===== config.mk =====
export PLATFORM = sky130hd
export DESIGN_NAME = sd_cmd_phy_flat
export DESIGN_NICKNAME = d
export VERILOG_FILES = /design/src/rtl/sd_cmd_pkg.sv /design/src/rtl/sd_cmd_phy_if.sv /design/src/rtl/sd_crc7.sv /design/src/rtl/sd_cmd_phy.sv /design/src/flat_wrapper.sv
export SDC_FILE = /design/constraint.sdc
export NUM_CORES = 1
export LEC_CHECK = 0
export BUFFER_PORTS_ARGS = -buffer_cell sky130_fd_sc_hd__buf_2
export CORE_UTILIZATION = 50
export CTS_BUF_LIST = sky130_fd_sc_hd__clkbuf_16
export CTS_CLUSTER_SIZE = 10
export DETAILED_ROUTE_END_ITERATION = 10
export HOLD_SLACK_MARGIN = 0.08
export PLACE_DENSITY_LB_ADDON = 0.05
export SLEW_MARGIN = 25
export SYNTH_ARGS = -nofsm -noshare
export SYNTH_HDL_FRONTEND = slang
export SYNTH_HIERARCHICAL = 1
export SYNTH_SLANG_ARGS = --single-unit

===== constraint.sdc =====
create_clock -name sd_clock -period 4.28 [get_ports sd_clock]
set_input_delay 0.856 -clock sd_clock [delete_from_list [all_inputs] [get_ports sd_clock]]
set_output_delay 0.856 -clock sd_clock [all_outputs]
set_load 0.02 [all_outputs]

===== src/rtl/sd_cmd_pkg.sv =====
// Shared types and constants for the SD CMD-line PHY.
// Optional receive CRC check: define SD_CMD_CRC_CHECK_EN.
package sd_cmd_pkg;

  typedef enum logic [3:0] {
    ST_IDLE,
    ST_SEND,
    ST_WAIT_START,
    ST_RECEIVE,
    ST_DONE,
    ST_WAIT_ACK
  } state_t;

  localparam logic [1:0] RSP_NONE  = 2'b00;
  localparam logic [1:0] RSP_SHORT = 2'b01;
  localparam logic [1:0] RSP_LONG  = 2'b10;

  localparam logic [1:0] STAT_OK      = 2'b00;
  localparam logic [1:0] STAT_TIMEOUT = 2'b01;
  localparam logic [1:0] STAT_CRC     = 2'b10;

  localparam logic [6:0] CRC7_POLY = 7'h09;
  localparam int         PAY_W     = 128;

  function automatic logic [6:0] crc7_step(
    input logic [6:0] c,
    input logic       d
  );
    logic fb;
    fb = c[6] ^ d;
    return {c[5:0], 1'b0} ^ (fb ? CRC7_POLY : 7'h00);
  endfunction

endpackage


===== src/rtl/sd_cmd_phy_if.sv =====
// Host-side command/result bundle of the SD CMD-line PHY.
// master = command controller, slave = PHY.
interface sd_cmd_phy_if #(
  parameter int CMD_W = 40
);
  logic             strobe_in;
  logic             ack_in;
  logic             idle_in;
  logic [CMD_W-1:0] cmd_to_send;
  logic [1:0]       rsp_type;
  logic             strobe_out;
  logic             ack_out;
  logic [127:0]     response;
  logic [1:0]       rsp_status;

  modport master (
    output strobe_in, ack_in, idle_in,
    output cmd_to_send, rsp_type,
    input  strobe_out, ack_out,
    input  response, rsp_status
  );

  modport slave (
    input  strobe_in, ack_in, idle_in,
    input  cmd_to_send, rsp_type,
    output strobe_out, ack_out,
    output response, rsp_status
  );
endinterface


===== src/rtl/sd_crc7.sv =====
// Serial CRC7 (x^7+x^3+1); clear may coincide with the first data bit.
// Shared by the transmit and receive paths of sd_cmd_phy.
module sd_crc7
  import sd_cmd_pkg::*;
(
  input  logic       clk_i,
  input  logic       rst_i,
  input  logic       clr_i,
  input  logic       en_i,
  input  logic       din_i,
  output logic [6:0] crc_o
);

  logic [6:0] crc_q, crc_d, seed;

  always_comb begin
    seed  = clr_i ? 7'd0 : crc_q;
    crc_d = seed;
    if (en_i) crc_d = crc7_step(seed, din_i);
  end

  always_ff @(posedge clk_i) begin
    if (rst_i) crc_q <= '0;
    else       crc_q <= crc_d;
  end

  assign crc_o = crc_q;

endmodule


===== src/rtl/sd_cmd_phy.sv =====
// SD CMD-line PHY: command serialiser with CRC7, response receiver.
// Define SD_CMD_CRC_CHECK_EN to check received CRC7 and end bit.
module sd_cmd_phy
  import sd_cmd_pkg::*;
#(
  parameter int CMD_W   = 40,
  parameter int SHORT_W = 48,
  parameter int LONG_W  = 136,
  parameter int TIMEOUT = 64,
  parameter int CNT_W   = 8
) (
  input  logic         sd_clock,
  input  logic         reset,
  sd_cmd_phy_if.slave  host,
  output logic         cmd_out,
  output logic         cmd_oe,
  input  logic         cmd_in
);

  localparam logic [CNT_W-1:0] C_CMD   = CNT_W'(CMD_W);
  localparam logic [CNT_W-1:0] C_TX    = CNT_W'(CMD_W + 8);
  localparam logic [CNT_W-1:0] C_SLAST = CNT_W'(SHORT_W - 1);
  localparam logic [CNT_W-1:0] C_LLAST = CNT_W'(LONG_W - 1);
  localparam logic [CNT_W-1:0] C_LONG  = CNT_W'(LONG_W);
  localparam logic [CNT_W-1:0] C_TMO   = CNT_W'(TIMEOUT);

  state_t             state_q, state_d;
  logic [CNT_W-1:0]   cnt_q, cnt_d, cnt_inc;
  logic [CMD_W-1:0]   sh_q, sh_d;
  logic [1:0]         rsp_q, rsp_d;
  logic [PAY_W-2:0]   frame_q, frame_d;
  logic [PAY_W-1:0]   rx_word;
  logic [PAY_W-1:0]   response_q, response_d;
  logic [1:0]         status_q, status_d;
  logic               oe_q, oe_d;
  logic               out_q, out_d;
  logic               tx_clr, tx_en, tx_din;
  logic [6:0]         tx_crc;
  logic               rsp_long;
  logic               rx_bad;

  assign rsp_long = (rsp_q == RSP_LONG);
  assign rx_word  = {frame_q, cmd_in};
  assign cnt_inc  = (cnt_q == C_LONG) ? cnt_q : cnt_q + 1'b1;

  sd_crc7 u_tx_crc (
    .clk_i (sd_clock),
    .rst_i (reset),
    .clr_i (tx_clr),
    .en_i  (tx_en),
    .din_i (tx_din),
    .crc_o (tx_crc)
  );

`ifdef SD_CMD_CRC_CHECK_EN
  localparam logic [CNT_W-1:0] C_SDAT = CNT_W'(SHORT_W - 8);
  localparam logic [CNT_W-1:0] C_HDR  = CNT_W'(LONG_W - PAY_W);
  localparam logic [CNT_W-1:0] C_PAY  = CNT_W'(PAY_W);

  logic       rx_clr, rx_en;
  logic [6:0] rx_crc;

  // The long-frame header is excluded from the receive CRC
  assign rx_clr = (state_q == ST_WAIT_START) && !cmd_in;
  assign rx_en  = rx_clr ? !rsp_long :
                  (state_q == ST_RECEIVE) &&
                  (rsp_long ? (cnt_q >= C_HDR && cnt_q < C_PAY)
                            : (cnt_q < C_SDAT));

  sd_crc7 u_rx_crc (
    .clk_i (sd_clock),
    .rst_i (reset),
    .clr_i (rx_clr),
    .en_i  (rx_en),
    .din_i (cmd_in),
    .crc_o (rx_crc)
  );

  assign rx_bad = (rx_crc != rx_word[7:1]) || !rx_word[0];
`else
  assign rx_bad = 1'b0;
`endif

  always_comb begin
    state_d    = state_q;
    cnt_d      = cnt_q;
    sh_d       = sh_q;
    rsp_d      = rsp_q;
    frame_d    = frame_q;
    response_d = response_q;
    status_d   = status_q;
    oe_d       = oe_q;
    out_d      = out_q;
    tx_clr     = 1'b0;
    tx_en      = 1'b0;
    tx_din     = sh_q[CMD_W-1];

    unique case (state_q)
      ST_IDLE: begin
        oe_d  = 1'b1;
        out_d = 1'b1;
        cnt_d = '0;
        if (host.strobe_in) begin
          state_d = ST_SEND;
          rsp_d   = host.rsp_type;
          sh_d    = {host.cmd_to_send[CMD_W-2:0], 1'b0};
          out_d   = host.cmd_to_send[CMD_W-1];
          cnt_d   = CNT_W'(1);
          tx_clr  = 1'b1;
          tx_en   = 1'b1;
          tx_din  = host.cmd_to_send[CMD_W-1];
        end
      end

      ST_SEND: begin
        cnt_d = cnt_inc;
        sh_d  = {sh_q[CMD_W-2:0], 1'b0};
        out_d = sh_q[CMD_W-1];
        if (cnt_q < C_CMD) begin
          tx_en = 1'b1;
        end else if (cnt_q == C_CMD) begin
          // CRC is complete; reuse the shifter for crc[5:0] and end bit
          out_d = tx_crc[6];
          sh_d  = {tx_crc[5:0], 1'b1, {(CMD_W-7){1'b0}}};
        end else if (cnt_q == C_TX) begin
          oe_d  = 1'b0;
          out_d = 1'b1;
          cnt_d = '0;
          unique case (1'b1)
            (rsp_q == RSP_SHORT),
            (rsp_q == RSP_LONG): state_d = ST_WAIT_START;
            default: begin
              state_d  = ST_DONE;
              status_d = STAT_OK;
            end
          endcase
        end
      end

      ST_WAIT_START: begin
        cnt_d = cnt_inc;
        if (!cmd_in) begin
          state_d = ST_RECEIVE;
          frame_d = '0;
          cnt_d   = CNT_W'(1);
        end else if (cnt_inc == C_TMO) begin
          state_d    = ST_DONE;
          status_d   = STAT_TIMEOUT;
          response_d = '0;
        end
      end

      ST_RECEIVE: begin
        cnt_d   = cnt_inc;
        frame_d = rx_word[PAY_W-2:0];
        if (cnt_q == (rsp_long ? C_LLAST : C_SLAST)) begin
          state_d    = ST_DONE;
          status_d   = rx_bad ? STAT_CRC : STAT_OK;
          response_d = rsp_long ? rx_word
                                : PAY_W'(rx_word[SHORT_W-1:8]);
        end
      end

      ST_DONE: state_d = ST_WAIT_ACK;

      ST_WAIT_ACK: begin
        if (host.ack_in) begin
          state_d = ST_IDLE;
          oe_d    = 1'b1;
          out_d   = 1'b1;
        end
      end

      default: state_d = ST_IDLE;
    endcase

    if (host.idle_in) begin
      state_d    = ST_IDLE;
      cnt_d      = '0;
      oe_d       = 1'b1;
      out_d      = 1'b1;
      response_d = response_q;
      status_d   = status_q;
    end
  end

  always_ff @(posedge sd_clock) begin
    if (reset) begin
      state_q    <= ST_IDLE;
      cnt_q      <= '0;
      sh_q       <= '0;
      rsp_q      <= RSP_NONE;
      frame_q    <= '0;
      response_q <= '0;
      status_q   <= STAT_OK;
      oe_q       <= 1'b0;
      out_q      <= 1'b0;
    end else begin
      state_q    <= state_d;
      cnt_q      <= cnt_d;
      sh_q       <= sh_d;
      rsp_q      <= rsp_d;
      frame_q    <= frame_d;
      response_q <= response_d;
      status_q   <= status_d;
      oe_q       <= oe_d;
      out_q      <= out_d;
    end
  end

  assign cmd_out         = out_q;
  assign cmd_oe          = oe_q;
  assign host.strobe_out = (state_q == ST_DONE) && !host.idle_in;
  assign host.ack_out    = (state_q == ST_WAIT_ACK) && host.ack_in;
  assign host.response   = response_q;
  assign host.rsp_status = status_q;

endmodule


===== src/flat_wrapper.sv =====
// flat-port wrapper written by rule: the top's interface ports become plain ports
module sd_cmd_phy_flat import sd_cmd_pkg::*;
#(
  parameter int CMD_W   = 40,
  parameter int SHORT_W = 48,
  parameter int LONG_W  = 136,
  parameter int TIMEOUT = 64,
  parameter int CNT_W   = 8
)
  (sd_clock, reset, cmd_out, cmd_oe, cmd_in, host_strobe_in, host_ack_in, host_idle_in, host_cmd_to_send, host_rsp_type, host_strobe_out, host_ack_out, host_response, host_rsp_status);
  sd_cmd_phy_if #(.CMD_W(CMD_W)) host_i ();
  input  logic sd_clock;
  input  logic reset;
  output logic cmd_out;
  output logic cmd_oe;
  input  logic cmd_in;
  input wire logic [$bits(host_i.strobe_in)-1:0] host_strobe_in;
  input wire logic [$bits(host_i.ack_in)-1:0] host_ack_in;
  input wire logic [$bits(host_i.idle_in)-1:0] host_idle_in;
  input wire logic [$bits(host_i.cmd_to_send)-1:0] host_cmd_to_send;
  input wire logic [$bits(host_i.rsp_type)-1:0] host_rsp_type;
  output wire logic [$bits(host_i.strobe_out)-1:0] host_strobe_out;
  output wire logic [$bits(host_i.ack_out)-1:0] host_ack_out;
  output wire logic [$bits(host_i.response)-1:0] host_response;
  output wire logic [$bits(host_i.rsp_status)-1:0] host_rsp_status;
  assign host_i.strobe_in = host_strobe_in;
  assign host_i.ack_in = host_ack_in;
  assign host_i.idle_in = host_idle_in;
  assign host_i.cmd_to_send = host_cmd_to_send;
  assign host_i.rsp_type = host_rsp_type;
  assign host_strobe_out = host_i.strobe_out;
  assign host_ack_out = host_i.ack_out;
  assign host_response = host_i.response;
  assign host_rsp_status = host_i.rsp_status;
  sd_cmd_phy #(.CMD_W(CMD_W), .SHORT_W(SHORT_W), .LONG_W(LONG_W), .TIMEOUT(TIMEOUT), .CNT_W(CNT_W)) u_core (.sd_clock(sd_clock), .reset(reset), .host(host_i), .cmd_out(cmd_out), .cmd_oe(cmd_oe), .cmd_in(cmd_in));
endmodule

# == Word level (Yosys, flattened, before mapping) ==
# Index checks and enable logic that the tools add are counted.
# word_totals
register_bits,320
latch_bits,0
ram_bits,0
romBits,0
in_bits,48
out_inout_bits,134
memories,0
# classes
n_addsub,1
mul,0
div,0
magnitude_cmp,1
n_eq_ne,27
n_shift,0
mux,58
bitwise,3
n_reduce_logical,19
# op_table
cell,n
2-to-1 mux 128 bit,4
one-hot mux 128 bit (2 select lines),1
one-hot mux 127 bit (2 select lines),1
2-to-1 mux 127 bit,1
2-to-1 mux 40 bit,3
one-hot mux 40 bit (2 select lines),1
2-to-1 mux 8 bit,6
2-to-1 mux 4 bit,9
one-hot mux 8 bit (4 select lines),1
one-hot mux 4 bit (6 select lines),1
"== test 8 x 6 -> 1 bit, second input constant",2
2-to-1 mux 1 bit,16
2-to-1 mux 2 bit,7
2-to-1 mux 7 bit,2
"!= test 2 bit, second input constant",7
AND reduction 5 bit,2
"!= test 3 bit, second input constant",3
AND reduction 9 bit,1
"adder 8 x 1 -> 8 bit, second input constant",1
"== test 4 x 2 -> 1 bit, second input constant",2
"== test 4 x 3 -> 1 bit, second input constant",2
"== test 8 x 7 -> 1 bit, second input constant",1
== test 8 bit,1
"== test 8 bit, second input constant",1
22 further kinds,33

# == Depth between registers and ports, before layout ==
# depth
ltp_word,7
mapped_depth,11
ltp_nobuf,7

# == By module ==
# The synthesis kept the hierarchy.
# by_module_without_submodules
module,instances,cells_each,area_each_um2
sd_cmd_phy,1,1730,14587.7
sd_crc7,1,34,326.6

# == Worst setup path after synthesis ==
# Ideal clock, no wire load.
# synth_path
path_kind,input -> output
startpoint,input host_idle_in
endpoint,output host_strobe_out
arrival_time_ns,1.742
path_slack_ns,1.682
path_stages,3
path_buffers,2
path_cell_list,clkbuf_1 > clkbuf_1 > nor3_1
# synth_between
elab_chain_cells,2
# synth_rtl
element,line,source
start: declaration,flat_wrapper.sv:19,input wire logic [$bits(host_i.idle_in)-1:0] host_idle_in;
zero test 1 bit,sd_cmd_phy.sv:213,assign host.strobe_out = (state_q == ST_DONE) && !host.idle_in;
logical AND 1 bit,sd_cmd_phy.sv:213,
end: declaration,flat_wrapper.sv:22,output wire logic [$bits(host_i.strobe_out)-1:0] host_strobe_out;
# No other way between the ends.

# == Worst setup path in the final report ==
# layout_path
startpoint,register u_core.state_q[2]
endpoint,output host_strobe_out
# layout_between
elab_chain_cells,2
# layout_rtl
element,line,source
start: declaration,sd_cmd_phy.sv:27,"state_t state_q, state_d;"
start signal: assignment,sd_cmd_phy.sv:199,state_q <= state_d;
== test 4 x 3 -> 1 bit,sd_cmd_phy.sv:213,
logical AND 1 bit,sd_cmd_phy.sv:213,
# No other way between the ends.

==> reports/qor.yml <==
grt_usage: 0.240
drv_slew: 0
p_sw_frac: 0.223
path_clk_slew_ns: 0.06
worstSkewPairLatency_ns: 0.51
grt_pass1_vias: 12023
tightest_slew_ns: 0.996
place.gp.congestion: 0.815
drt-pass1-iter-count: 6
drive_gt1_frac: 0.165
die_x_um: 175
finClkSkew_ns: 0.0119
syn_inst: 1764
clkPwrFrac: 0.461
numCtsBuffers: 38
setup_tns_ns: 0
hold_path_class: "flip-flop to flip-flop"
syn_to_final_growth_pct: 13.7
async_flop_share: 0
powerDensity_mw_per_mm2: 364
path_max_fanout: 20
routed_wl_um: 37600
combPwrFrac: 0.048
hold_violations: 0
nets: 1882
pwr-share-seq: 0.491
min_path_cells: 2
drt_first_iter_violations: 1207
antenna_left: 0
seqCellArea_mm2: 0.00635
vias_per_cell: 5.85
rows: 62
internal-power_uw: 4790
core-area_mm2: 0.0290
grt_pass1_wl_um: 62000
ys.flop_type: "dfxtp_1"
portBuffers: 180
io_pins: 182
cts.sinks: 317
grt_start_max_net_pins: 153
cts_resized: 0
dieHeight_um: 175
cts_setup_buffers: 0
period_share: 0.686
fillers: 2619
power_uw: 6170
setup_violations: 0
avgSynthCellArea_um2: 8.45
crit_required_ns: 3.42
synth-edff-count: 0
num_vias: 13019
antenna_found_initial: 0
status: "complete, no violations"
max-cap-violations: 0
multi_input_area_mm2: 0.00785
drc_errors: 0
antennaDiodeCount: 0
synth_warnings: 6
fmax_mhz: 341
wl_per_cell_um: 16.9
ys_seq_elements: 317
fin_crit_ns: 2.94
critPathCaptureType: "primary output"
start_util: 0.514
cts_tree: "yes"
rr_worst_depth: 9
rsz0062_at_grt: "false"
dieArea_mm2: 0.0305
p_switching_uw: 1380
synth.net_count: 1815
p_leak_uw: 0.00700
synth_cell_types: 54
criticalPathCategory: "flip-flop to primary output"
critPathLaunchType: "flip-flop"
synth_area_mm2: 0.0149
dp_hpwl_um: 21700
hold_buffers: 0
overflow: 0
ys_seq_area_frac: 0.426
arrival_ns: 2.08
vdd_drop_max_mv: 0.279
clockBufferDepth: 3
relSlewSlack: 0.336
clockRootBuffer: "clkbuf_16"
h-tree-depth: 2
[Yosys cell counts (40+ instances only)]
cell | count | area share
mux2i_1 | 102 | 0.068
a221oi_1 | 42 | 0.025
mux2_2 | 40 | 0.030
dfxtp_1 | 317 | 0.43
nand2_1 | 71 | 0.018
o211ai_1 | 40 | 0.020
a22oi_1 | 128 | 0.064
a21oi_1 | 87 | 0.029
nor2_1 | 334 | 0.084
nand2b_1 | 92 | 0.039
clkbuf_1 | 126 | 0.032
nand3_1 | 95 | 0.032
a21o_1 | 92 | 0.046
[per-layer routing]
metal | up-vias | share of wire | GRT usage
li1 | 6395 | - | -
met1 | 6270 | 0.47 | 0.331
met2 | 306 | 0.47 | 0.393
met3 | 48 | 0.044 | 0.0315
met4 | 0 | 0.019 | 0.0623
met5 | - | 0 | 0
[worst max-delay path, cell delays in order, from the launching register on]
cell and delay, ns:
dfxtp_1 0.77, inv_1 0.30, nor3_1 0.29, buf_2 0.21
[power groups by stage]
stage / Sequential (uW) / Clock (uW) / Combinational (uW)
6_report: 3030 / 2840 / 299
5_1_grt: 3030 / 3040 / 330
4_1_cts: 3030 / 2910 / 299
3_5_place_dp: 3090 / 0 / 298
3_3_place_gp: 3090 / 0 / 296
2_1_floorplan: 3080 / 0 / 223
[area by class of cell]
type	count	area share
multi-input cells	1259	0.463
flip-flops and latches	317	0.374
repair buffers	205	0.0699
clock buffers	41	0.0605
well taps	384	0.0283
clock inverters	10	0.00229
inverters	10	0.00221
[final timing paths]
| check | startpoint | end | slack (ns) |
|---|---|---|---|
| worst max-delay path | u_core/state_q[2] | host_strobe_out | 1.34 |
| worst max register to register | u_core/rsp_q[0] | u_core/host.response[55] | 1.56 |
| worst min register to register | u_core/rsp_q[0] | u_core/rsp_q[0] | 0.46 |
| worst min-delay path | u_core/rsp_q[0] | u_core/rsp_q[0] | 0.46 |
[stage by stage]
step | util | hold WS, ns | area (um2) | std cells | setup slack, ns
after CTS | 0.584 | 0.464 | 17000 | 2226 | 1.34
after floorplan | - | 0.436 | 14900 | 1764 | 1.68
after global placement | 0.547 | 0.452 | 15900 | 2174 | 1.53
final | 0.585 | 0.462 | 17000 | 2226 | 1.34
after global routing | 0.585 | 0.477 | 17000 | 2226 | 1.21
after detailed placement | 0.548 | 0.455 | 15900 | 2175 | 1.52
[state kept, by name (all words and copies together) (netlist names), 2 cells and up]
name and count:
u_core/u_tx_crc/crc_o 7, u_core/state_q 3, u_core/host.response 128, u_core/sh_q 39
u_core/cnt_q 8, u_core/frame_q 127, u_core/rsp_q 2
[cells in the final DEF, fill, tap and decap left out, drive strengths merged, types with 2 or more instances in the layout]
cell type / Yosys / final
a211oi: 11 / 11
a21o: 92 / 92
a21oi: 87 / 87
a221oi: 42 / 42
a22oi: 128 / 128
a311oi: 4 / 4
a31oi: 3 / 3
and2: 4 / 4
and3: 9 / 9
buf: 52 / 204
clkbuf: 126 / 42
clkinv: 0 / 2
dfxtp: 317 / 317
ha: 3 / 3
inv: 10 / 18
mux2: 40 / 40
mux2i: 102 / 102
nand2: 71 / 71
nand2b: 92 / 92
nand3: 95 / 95
nand3b: 7 / 7
nand4bb: 4 / 4
nor2: 334 / 334
nor2b: 3 / 3
nor3: 11 / 11
nor3b: 3 / 3
nor4: 31 / 31
nor4bb: 2 / 2
o211ai: 40 / 40
o21a: 2 / 2
o21ai: 10 / 10
o31ai: 5 / 5
or2: 5 / 5
or3: 2 / 2
xor2: 4 / 4
[kinds of logic (layout without fill, tap and decap cells)]
logic type	Yosys count	count (layout)	synth area share
multiplexers	142	142	0.0987
XOR/XNOR	4	4	0.00235
flip-flops	317	317	0.426
AND/OR/NAND/NOR	677	677	0.211
other	1	1	0.000251
buffers and inverters	188	266	0.0542
adder cells (fa/ha/maj)	3	3	0.00252
AO/OA/AOI/OAI	432	432	0.206
No activity file was read; power rests on OpenSTA's default activity.
